## src/rtl/uart_tx_fifo.sv

```systemverilog
// uart_tx_fifo: byte FIFO feeding a UART transmitter's newd/dintx inputs.
// Host pushes with wr_en/wr_data; bytes drain one at a time, paced by the
// start bit seen on tx_mon and the rising edge of donetx.
// Ports: clk, rst (async active-low); wr_en, wr_data -> full, empty, count;
// newd, dintx -> transmitter; tx_mon, donetx <- transmitter;
// busy, overflow, timeout_err (sticky), clr_err.
module uart_tx_fifo #(
    parameter int DEPTH          = 16,
    parameter int TIMEOUT_CYCLES = 4096
) (
    input  logic                       clk,
    input  logic                       rst,
    input  logic                       wr_en,
    input  logic [7:0]                 wr_data,
    output logic                       full,
    output logic                       empty,
    output logic [$clog2(DEPTH):0]     count,
    output logic                       newd,
    output logic [7:0]                 dintx,
    input  logic                       tx_mon,
    input  logic                       donetx,
    output logic                       busy,
    output logic                       overflow,
    output logic                       timeout_err,
    input  logic                       clr_err
);

    localparam int PW = $clog2(DEPTH);
    localparam int CW = PW + 1;
    localparam int TW = $clog2(TIMEOUT_CYCLES + 1);

    localparam logic [1:0] S_IDLE  = 2'd0;
    localparam logic [1:0] S_ISSUE = 2'd1;
    localparam logic [1:0] S_WAIT  = 2'd2;

    logic [7:0]    mem [DEPTH];
    logic [PW-1:0] wr_ptr;
    logic [PW-1:0] rd_ptr;
    logic [1:0]    state;
    logic [TW-1:0] tcnt;
    logic [TW-1:0] tcnt_nxt;
    logic          donetx_q;

    logic pop;
    logic push;
    logic ovf_set;
    logic to_hit;
    logic to_set;
    logic done_rise;

    assign full      = (count == CW'(DEPTH));
    assign empty     = (count == '0);
    assign busy      = (state != S_IDLE);
    assign pop       = (state == S_IDLE) && !empty;
    // A full FIFO still accepts a write when a pop frees a slot this cycle.
    assign push      = wr_en && (!full || pop);
    assign ovf_set   = wr_en && full && !pop;
    assign done_rise = donetx && !donetx_q;
    assign tcnt_nxt  = tcnt + 1'b1;
    assign to_hit    = (tcnt_nxt == TW'(TIMEOUT_CYCLES));
    assign to_set    = busy && to_hit;

    // Storage is not reset; the pointers define what is valid.
    always_ff @(posedge clk) begin
        if (push) begin
            mem[wr_ptr] <= wr_data;
        end
    end

    always_ff @(posedge clk or negedge rst) begin
        if (!rst) begin
            wr_ptr      <= '0;
            rd_ptr      <= '0;
            count       <= '0;
            state       <= S_IDLE;
            tcnt        <= '0;
            newd        <= 1'b0;
            dintx       <= 8'h00;
            donetx_q    <= 1'b0;
            overflow    <= 1'b0;
            timeout_err <= 1'b0;
        end else begin
            donetx_q <= donetx;

            if (push) wr_ptr <= wr_ptr + 1'b1;
            if (pop)  rd_ptr <= rd_ptr + 1'b1;

            unique case ({push, pop})
                2'b10:   count <= count + 1'b1;
                2'b01:   count <= count - 1'b1;
                default: count <= count;
            endcase

            // Set wins over a coincident clear.
            overflow    <= ovf_set | (overflow & ~clr_err);
            timeout_err <= to_set | (timeout_err & ~clr_err);

            // Timeout takes priority over start-bit and completion events.
            unique case (state)
                S_IDLE: begin
                    tcnt <= '0;
                    newd <= 1'b0;
                    if (pop) begin
                        dintx <= mem[rd_ptr];
                        newd  <= 1'b1;
                        state <= S_ISSUE;
                    end
                end
                S_ISSUE: begin
                    tcnt <= tcnt_nxt;
                    if (to_hit) begin
                        newd  <= 1'b0;
                        state <= S_IDLE;
                    end else if (!tx_mon) begin
                        newd  <= 1'b0;
                        state <= S_WAIT;
                    end
                end
                S_WAIT: begin
                    tcnt <= tcnt_nxt;
                    newd <= 1'b0;
                    if (to_hit || done_rise) begin
                        state <= S_IDLE;
                    end
                end
                default: begin
                    tcnt  <= '0;
                    newd  <= 1'b0;
                    state <= S_IDLE;
                end
            endcase
        end
    end

endmodule

```

## config.mk

```make
export PLATFORM = sky130hd
export DESIGN_NAME = uart_tx_fifo
export DESIGN_NICKNAME = d
export VERILOG_FILES = /design/src/rtl/uart_tx_fifo.sv
export SDC_FILE = /design/constraint.sdc
export NUM_CORES = 1
export LEC_CHECK = 0
export BUFFER_PORTS_ARGS = -buffer_cell sky130_fd_sc_hd__buf_2
export CELL_PAD_IN_SITES_DETAIL_PLACEMENT = 0
export CELL_PAD_IN_SITES_GLOBAL_PLACEMENT = 1
export CORE_ASPECT_RATIO = 0.8
export CORE_UTILIZATION = 50
export DETAILED_ROUTE_END_ITERATION = 8
export PLACE_DENSITY_LB_ADDON = 0.12
export SYNTH_ARGS = -nofsm -noshare
export SYNTH_HDL_FRONTEND = slang
export SYNTH_SLANG_ARGS = --single-unit
```

## constraint.sdc

```tcl
create_clock -name clk -period 6.9 [get_ports clk]
set_clock_uncertainty 0.05 [all_clocks]
set_input_delay 0.345 -clock clk [delete_from_list [all_inputs] [get_ports clk]]
set_output_delay 0.345 -clock clk [all_outputs]
set_load 0.005 [all_outputs]
```

==> results of run 1 <==
-- critical path: cells and delay by family (launching register included) --
kind / cells / cell delay, ns
compound gates: 3 / 0.58
simple gates: 5 / 1.60
flops: 1 / 0.43
xor+xnor: 1 / 0.14
fa+ha+maj: 1 / 0.46
-- power by group through the flow --
stage | clock network [uW] | logic [uW] | registers, uW
2_1_floorplan | 0 | 741 | 1330
5_1_grt | 937 | 1060 | 1400
4_1_cts | 896 | 985 | 1380
6_report | 878 | 963 | 1380
3_5_place_dp | 0 | 979 | 1400
3_3_place_gp | 0 | 964 | 1390
-- sequential cells by signal, summed over array words and instances (netlist names) --
signal,count
mem,128
tcnt,13
dintx,8
count,5
rd_ptr,4
wr_ptr,4
state,2
donetx_q,1
newd,1
overflow,1
timeout_err,1
-- per-stage QoR --
stage          worst slack (ns)   util  hold slack (ns)  std cells  power, uW
2_1_floorplan              4.26      -        -0.000591        414       2070
3_3_place_gp               3.70  0.543            0.422        612       2360
3_5_place_dp               3.57  0.543            0.423        612       2380
4_1_cts                    3.54  0.583           0.0336        643       3260
5_1_grt                    3.25  0.583           0.0601        643       3390
6_report                   3.56  0.583          0.00630        643       3220
-- layout make-up --
class                           instances  area share
Clock inverter                         12      0.0139
Sequential cell                       168       0.605
Clock buffer                           18      0.0536
Inverter                               13     0.00609
Tap cell                              180      0.0281
Timing Repair Buffer                   39      0.0269
Multi-Input combinational cell        213       0.267
-- final timing paths --
kind | endpoint | slack, ns | depth (start not counted)
max | count[4] | 3.56 | 10
min | tcnt[11] | 0.006 | 1
max reg2reg | count[4] | 3.56 | 10
min reg2reg | dintx[5] | 0.44 | 2
max in group asynchronous | rd_ptr[0] | 6.14 | 1
min in group clk | overflow | 0.07 | 2
-- cell families after synthesis --
group	Yosys count
buf+inv	33
flops	168
simple gates	104
xor+xnor	23
mux	46
fa+ha+maj	14
compound gates	26
-- timing repair --
item	4_1_cts	5_1_grt
hold buffers	1	0
resized for setup	0	0
endpoints found under the hold margin	1	0
-- cells in the final DEF (no fill, tap or decap), drive strengths merged, types with 3 or more instances in the layout --
master,n
clkinv,8
o21ai,3
and4,3
and3,5
inv,13
a21o,3
xor2,8
clkbuf,18
ha,13
nor4,4
nand4,4
buf,38
nor2,12
nand3,4
a211oi,3
xnor2,15
edfxtp,128
mux2,5
nand2,40
a21oi,7
mux4,40
dfrtp,40
and2,21
-- per-layer routing --
metal  track usage  vias to the layer above  part of all wire
met3        0.0576                        9             0.038
met1         0.296                     1845              0.49
met2         0.298                       67              0.46
li1              -                     1652                 -
met4        0.0626                        0            0.0088
met5             0                        -                 0
==> results.sh, run 1 <==
export IMPL_status="completed"
export IMPL_arrival_ns=3.63
export IMPL_regToRegStartpoint="count[1]"
export IMPL_yosysTopAreaCell="edfxtp_1"
export IMPL_synthMuxAreaShare=0.138
export IMPL_rsz0062_at_grt="no"
export IMPL_cp_startpoint="count[1]"
export IMPL_netlist_top_cells_count="edfxtp_1, dfrtp_1, mux4_2, nand2_1, and2_1"
export IMPL_layout_drive_gt1_share=0.268
export IMPL_setup_violations=0
export IMPL_area_growth_pct=12.6
export IMPL_synthesis_nets=442
export IMPL_maxCapViolations=0
export IMPL_synth_fa_ha_area_frac=0.0257
export IMPL_vdd_ir_drop_max_v=0.000251
export IMPL_yosysWarnings=0
export IMPL_port_buffers=32
export IMPL_cp_start_kind="register"
export IMPL_wire_per_inst_microns=20.9
export IMPL_path_class="register to register"
export IMPL_drc=0
export IMPL_crit_fanout=12
export IMPL_hold_viol=0
export IMPL_wl_microns=13400
export IMPL_clock_latency_ns=0.42
export IMPL_drv_slew=0
export IMPL_switching_share=0.302
export IMPL_cts_setup_buffers=0
export IMPL_synth_top_family_by_area="multiplexers"
export IMPL_p_seq_frac=0.428
export IMPL_drt_pass1_iter_count=4
export IMPL_synth_xor_area_frac=0.0283
export IMPL_dr_first_iter_drc_count=202
export IMPL_synth_compound_area_frac=0.0292
export IMPL_seq_area_frac_synth=0.681
export IMPL_antenna_found_initial=0
export IMPL_grt_max_degree=41
export IMPL_pwr_density_cell_nw_per_um2=402
export IMPL_cts_sinks=168
export IMPL_synth_area_sq_um=7120
export IMPL_seqCellArea_sq_um=4850
export IMPL_fin_crit_sh=0.484
export IMPL_required_ns=7.19
export IMPL_fin_crit_ns=3.34
export IMPL_grt_pass1_vias=3544
export IMPL_drt_vias_per_instance=5.56
export IMPL_internal_power_uw=2250
export IMPL_synth_most_common_cell="edfxtp_1"
export IMPL_p_switching_uw=971
export IMPL_ctsHtreeMaxLevel=4
export IMPL_synth_area_leaders="edfxtp_1, dfrtp_1, mux4_2, ha_1, nand2_1"
export IMPL_path_cells="or3_1, nor3_1, nand2b_1, nor2_1, fa_1, a21o_1, a21oi_1, nor3_1, a21oi_1, xnor2_1"
export IMPL_die_x_microns=135
export IMPL_placed_area_sq_um=7460
export IMPL_synth_top_cell_area_share=0.540
export IMPL_dpl_hpwl_microns=8510
export IMPL_async_flop_share=0.238
export IMPL_grt_pass1_wl_microns=20800
export IMPL_end_kind="register"
export IMPL_synth_edf_count=128
export IMPL_die_y_microns=109
export IMPL_ioPinCount=33
export IMPL_relSlewSlack=0.371
export IMPL_die_area_sq_um=14700
export IMPL_worst_slew_pin_transition_ns=0.940
export IMPL_gp_congestion=0.769
export IMPL_drt_antenna_violating_nets=0
export IMPL_finalSetupTns_ns=0
export IMPL_crit_slowest_cell="nand2b_1"
export IMPL_synth_distinct_cells=49
export IMPL_tritoncts_num_buffers=17
export IMPL_synthSimpleGateAreaFrac=0.0756
export IMPL_finalNetCount=480
export IMPL_fillers=1047
export IMPL_insertedDiodeCount=0
export IMPL_rows=38
export IMPL_syn_inst=414
export IMPL_clockPowerShare=0.273
export IMPL_synth_flop_cell="edfxtp_1"
export IMPL_ys_ff_latch=168
export IMPL_p_leak_uw=0.00294
export IMPL_multiInputGateArea_sq_um=2140
export IMPL_clkTransAtPathRegs_ns=0.06
export IMPL_slowest_delay_ns=0.53
export IMPL_grtUsageTotal=0.203
export IMPL_fin_area_sq_um=8010
export IMPL_cts_tree="built"
export IMPL_cts_buffer_depth=2
export IMPL_gr_total_overflow=0
export IMPL_num_vias=3573
export IMPL_hp_class="input port to asynchronous set/reset pin"
export IMPL_root_buffer="clkbuf_16"
export IMPL_fp_coreArea_sq_um=13700
export IMPL_postSynthAreaPerCell_sq_um=17.2
export IMPL_start_util=0.518
export IMPL_fmax_mhz=300
export IMPL_pwr_share_comb=0.299
Power figures use the tool's default switching activity.
==> run 2: changes to the inputs <==
--- a/config.mk
+++ b/config.mk
@@ -9,7 +9,7 @@
 export CELL_PAD_IN_SITES_DETAIL_PLACEMENT = 0
 export CELL_PAD_IN_SITES_GLOBAL_PLACEMENT = 1
 export CORE_ASPECT_RATIO = 0.8
-export CORE_UTILIZATION = 50
+export CORE_UTILIZATION = 47
 export DETAILED_ROUTE_END_ITERATION = 8
 export PLACE_DENSITY_LB_ADDON = 0.12
 export SYNTH_ARGS = -nofsm -noshare
==> constraint.sdc (replaced) <==
create_clock -name clk -period 2.96 [get_ports clk]
set_clock_uncertainty 0.05 [all_clocks]
set_input_delay 0.148 -clock clk [delete_from_list [all_inputs] [get_ports clk]]
set_output_delay 0.148 -clock clk [all_outputs]
set_load 0.005 [all_outputs]
==> results.sh, run 2 (same netlist as run 1, synthesis figures left out) <==
export IMPL_relSlewSlack=0.342
export IMPL_top_regs="mem (128), tcnt (13), dintx (8)"
export IMPL_drt_pass1_iter_count=4
export IMPL_top_register="mem"
export IMPL_status="completed"
export IMPL_layout_common_cells="edfxtp_1, nand2_1, mux4_2"
export IMPL_cts_setup_buffers=0
export IMPL_fin_area_sq_um=8220
export IMPL_drt_antenna_violating_nets=0
export IMPL_grt_max_degree=41
export IMPL_fp_coreArea_sq_um=14500
export IMPL_p_leak_uw=0.00304
export IMPL_largest_reg_flops=128
export IMPL_wl_microns=13900
export IMPL_final_cells=660
export IMPL_die_y_microns=112
export IMPL_dpl_hpwl_microns=8830
export IMPL_fin_crit_ns=2.64
export IMPL_maxCapViolations=0
export IMPL_worst_slew_pin_transition_ns=0.983
export IMPL_slowest_delay_ns=0.43
export IMPL_ioPinCount=33
export IMPL_grt_pass1_vias=3794
export IMPL_cts_buffer_depth=2
export IMPL_grtUsageTotal=0.200
export IMPL_fmax_mhz=378
export IMPL_cp_start_kind="register"
export IMPL_rsz0062_at_grt="no"
export IMPL_area_growth_pct=15.5
export IMPL_fillers=1160
export IMPL_die_area_sq_um=15600
export IMPL_crit_slowest_cell="dfrtp_1"
export IMPL_tritoncts_num_buffers=17
export IMPL_layout_drive_gt1_share=0.279
export IMPL_crit_fanout=6
export IMPL_root_buffer="clkbuf_16"
export IMPL_arrival_ns=2.94
export IMPL_dr_first_iter_drc_count=329
export IMPL_die_x_microns=140
export IMPL_cts_repair_resized=0
export IMPL_setup_violations=0
export IMPL_cts_sinks=168
export IMPL_drv_slew=0
export IMPL_grt_pass1_wl_microns=22300
export IMPL_rows=39
export IMPL_finalSetupTns_ns=0
export IMPL_hold_viol=0
export IMPL_hold_buffers=4
export IMPL_vdd_ir_drop_max_v=0.000499
export IMPL_gr_total_overflow=0
export IMPL_final_common_cell="edfxtp_1"
export IMPL_path_cells="or3_1, nor3_1, nand2b_1, nor2_1, fa_1, a21o_1, a21oi_1, nor3_1, a21oi_1, xnor2_1"
export IMPL_gp_congestion=0.771
export IMPL_end_kind="register"
export IMPL_path_class="register to register"
export IMPL_clock_latency_ns=0.43
export IMPL_fin_crit_sh=0.893
export IMPL_cts_tree="built"
export IMPL_pwr_density_cell_nw_per_um2=963
export IMPL_start_util=0.489
export IMPL_place_inst=624
export IMPL_wire_per_inst_microns=21.0
export IMPL_drc=0
export IMPL_clkTransAtPathRegs_ns=0.06
export IMPL_finalNetCount=491
export IMPL_hp_class="input port to register"
export IMPL_required_ns=3.26
export IMPL_num_vias=3640
export IMPL_insertedDiodeCount=0
export IMPL_ctsHtreeMaxLevel=4
export IMPL_drt_vias_per_instance=5.52
export IMPL_antenna_found_initial=1
export IMPL_port_buffers=32
export IMPL_placed_area_sq_um=7540
-- run 2: final timing paths --
check / from / to / slack, ns / cells past startpoint
worst max-delay path: count[1] / count[4] / 0.32 / 10
worst min-delay path: wr_data[0] / mem[0][0] / 0.06 / 1
worst max register to register: count[1] / count[4] / 0.32 / 10
worst min register to register: dintx[2] / dintx[2] / 0.42 / 2
max in group asynchronous: rst / rd_ptr[0] / 1.89 / 2
min in group asynchronous: rst / tcnt[2] / 0.35 / 2
-- run 2: routing by layer --
| layer | track usage | share of wire |
|---|---|---|
| met5 | 0 | 0.00072 |
| met2 | 0.301 | 0.47 |
| met3 | 0.0520 | 0.054 |
| met1 | 0.289 | 0.47 |
| met4 | 0.0637 | 0.0057 |
-- run 2: layout make-up --
class	count	area, sq um	share of cell area
Clock inverter	11	196	0.0239
Sequential cell	168	4850	0.590
Inverter	13	48.8	0.00594
Clock buffer	21	440	0.0536
Multi-Input combinational cell	213	2140	0.260
Timing Repair Buffer	50	318	0.0387
Tap cell	184	230	0.0280
-- run 2: critical path, delay by kind of cell (launching register included) --
family | cells | cell delay [ns]
XOR/XNOR | 1 | 0.13
adder cells (fa/ha/maj) | 1 | 0.42
flip-flops | 1 | 0.43
AND/OR/NAND/NOR | 5 | 0.98
AO/OA/AOI/OAI | 3 | 0.54
-- run 2: per-stage QoR --
stage	hold WS (ns)	total power [uW]	utilization	setup WS [ns]
finish	0.0559	7910	0.565	0.318
global route	0.0449	8360	0.565	0.0298
CTS	0.0365	8030	0.565	0.320
detailed placement	0.223	5600	0.518	0.349
global placement	0.217	5580	0.518	0.431
floorplan	-0.198	4840	-	0.325
-- run 2: power breakdown --
part / switching, uW / leakage, uW / internal, uW
Combinational: 1130 / 0.00108 / 1170
Clock: 895 / 0.000303 / 1500
Sequential: 293 / 0.00166 / 2920
Total: 2320 / 0.00304 / 5590
==> run 3: changes to the inputs <==
--- a/config.mk
+++ b/config.mk
@@ -12,6 +12,7 @@
 export CORE_UTILIZATION = 47
 export DETAILED_ROUTE_END_ITERATION = 8
 export PLACE_DENSITY_LB_ADDON = 0.12
+export REMOVE_ABC_BUFFERS = 1
 export SYNTH_ARGS = -nofsm -noshare
 export SYNTH_HDL_FRONTEND = slang
 export SYNTH_SLANG_ARGS = --single-unit
==> results.sh, run 3 (same netlist as run 1, synthesis figures left out) <==
export IMPL_port_buffers=32
export IMPL_place_inst=619
export IMPL_fin_area_sq_um=8170
export IMPL_internal_power_uw=5500
export IMPL_gp_congestion=0.758
export IMPL_grt_max_degree=41
export IMPL_top_register="mem"
export IMPL_root_buffer="clkbuf_16"
export IMPL_antenna_found_initial=0
export IMPL_final_cells=655
export IMPL_cp_start_kind="register"
export IMPL_relSlewSlack=0.375
export IMPL_p_leak_uw=0.00301
export IMPL_insertedDiodeCount=0
export IMPL_grtUsageTotal=0.195
export IMPL_vdd_ir_drop_max_v=0.000543
export IMPL_ctsHtreeMaxLevel=4
export IMPL_drt_pass1_iter_count=4
export IMPL_gr_total_overflow=0
export IMPL_drt_vias_per_instance=5.54
export IMPL_final_core_util=0.562
export IMPL_hold_buffers=4
export IMPL_maxCapViolations=0
export IMPL_layout_drive_gt1_share=0.278
export IMPL_layout_common_cells="edfxtp_1, nand2_1, mux4_2"
export IMPL_largest_reg_flops=128
export IMPL_num_vias=3626
export IMPL_required_ns=3.26
export IMPL_finalSetupTns_ns=0
export IMPL_cts_buffer_depth=2
export IMPL_crit_slowest_cell="dfrtp_1"
export IMPL_dr_first_iter_drc_count=299
export IMPL_p_switching_uw=2360
export IMPL_placed_area_sq_um=7500
export IMPL_rsz0062_at_grt="no"
export IMPL_wire_per_inst_microns=20.9
export IMPL_die_x_microns=140
export IMPL_die_area_sq_um=15600
export IMPL_crit_fanout=6
export IMPL_power_uw=7860
export IMPL_fin_crit_sh=0.914
export IMPL_pwr_share_comb=0.295
export IMPL_wl_microns=13700
export IMPL_fillers=1135
export IMPL_fin_crit_ns=2.71
export IMPL_final_common_cell="edfxtp_1"
export IMPL_setup_violations=0
export IMPL_critPathBufInv=0
export IMPL_p_seq_frac=0.408
export IMPL_drv_slew=0
export IMPL_cts_sinks=168
export IMPL_finalNetCount=486
export IMPL_die_y_microns=112
export IMPL_clockPowerShare=0.297
export IMPL_cts_tree="built"
export IMPL_slowest_delay_ns=0.43
export IMPL_fp_coreArea_sq_um=14500
export IMPL_cts_setup_buffers=0
export IMPL_dpl_hpwl_microns=8920
export IMPL_rows=39
export IMPL_worst_slew_pin_transition_ns=0.937
export IMPL_area_growth_pct=14.8
export IMPL_grt_pass1_wl_microns=21900
export IMPL_start_util=0.489
export IMPL_grt_pass1_vias=3791
export IMPL_hp_class="input port to register"
export IMPL_r2r_slack_ns=0.25
export IMPL_cts_repair_resized=0
export IMPL_clock_latency_ns=0.42
export IMPL_cp_top_family="simple AND/OR/NAND/NOR gates"
export IMPL_hold_viol=0
export IMPL_fmax_mhz=369
export IMPL_drt_antenna_violating_nets=0
export IMPL_path_class="register to register"
export IMPL_path_cells="or3_1, nor3_1, nand2b_1, nor2_1, fa_1, a21o_1, a21oi_1, nor3_1, a21oi_1, xnor2_1"
export IMPL_ioPinCount=33
export IMPL_status="completed"
export IMPL_end_kind="register"
export IMPL_clkTransAtPathRegs_ns=0.07
export IMPL_tritoncts_num_buffers=17
export IMPL_pwr_density_cell_nw_per_um2=962
export IMPL_top_regs="mem (128), tcnt (13), dintx (8)"
export IMPL_drc=0
export IMPL_switching_share=0.301
export IMPL_arrival_ns=3.01
## run 3: final timing paths
check | endpoint | depth (start not counted) | start
max reg2reg | count[4] | 10 | count[1]
min | mem[10][1] | 1 | wr_data[1]
min reg2reg | dintx[7] | 2 | dintx[7]
max | count[4] | 10 | count[1]
min in group asynchronous | dintx[0] | 2 | rst
max in group asynchronous | rd_ptr[0] | 2 | rst
## run 3: area by class of cell
type                    count  area, sq um  area share
well taps                 184          230      0.0282
clock buffers              18          429      0.0526
repair buffers             45          280      0.0343
clock inverters            14          195      0.0239
multi-input cells         213         2140       0.262
flip-flops and latches    168         4850       0.593
inverters                  13         48.8     0.00598
## run 3: through the flow
step                      worst slack (ns)  hold slack (ns)
after floorplan                     0.0480           -0.198
after global placement               0.427            0.219
after detailed placement             0.286            0.223
after CTS                            0.261           0.0483
after global routing                0.0203           0.0579
final                                0.253           0.0592
## run 3: layer usage
metal / share of wire / vias up / GRT usage
met1: 0.49 / 1885 / 0.290
met5: 0 / - / 0
li1: - / 1662 / -
met3: 0.050 / 12 / 0.0525
met2: 0.44 / 67 / 0.277
met4: 0.013 / 0 / 0.0703
## run 3: power by group through the flow
| stage | Sequential [uW] | Combinational (uW) | Clock [uW] |
|---|---|---|---|
| after global routing | 3260 | 2550 | 2460 |
| after floorplan | 3330 | 1450 | 0 |
| after detailed placement | 3260 | 2350 | 0 |
| after CTS | 3210 | 2360 | 2370 |
| final | 3210 | 2320 | 2330 |
| after global placement | 3240 | 2340 | 0 |
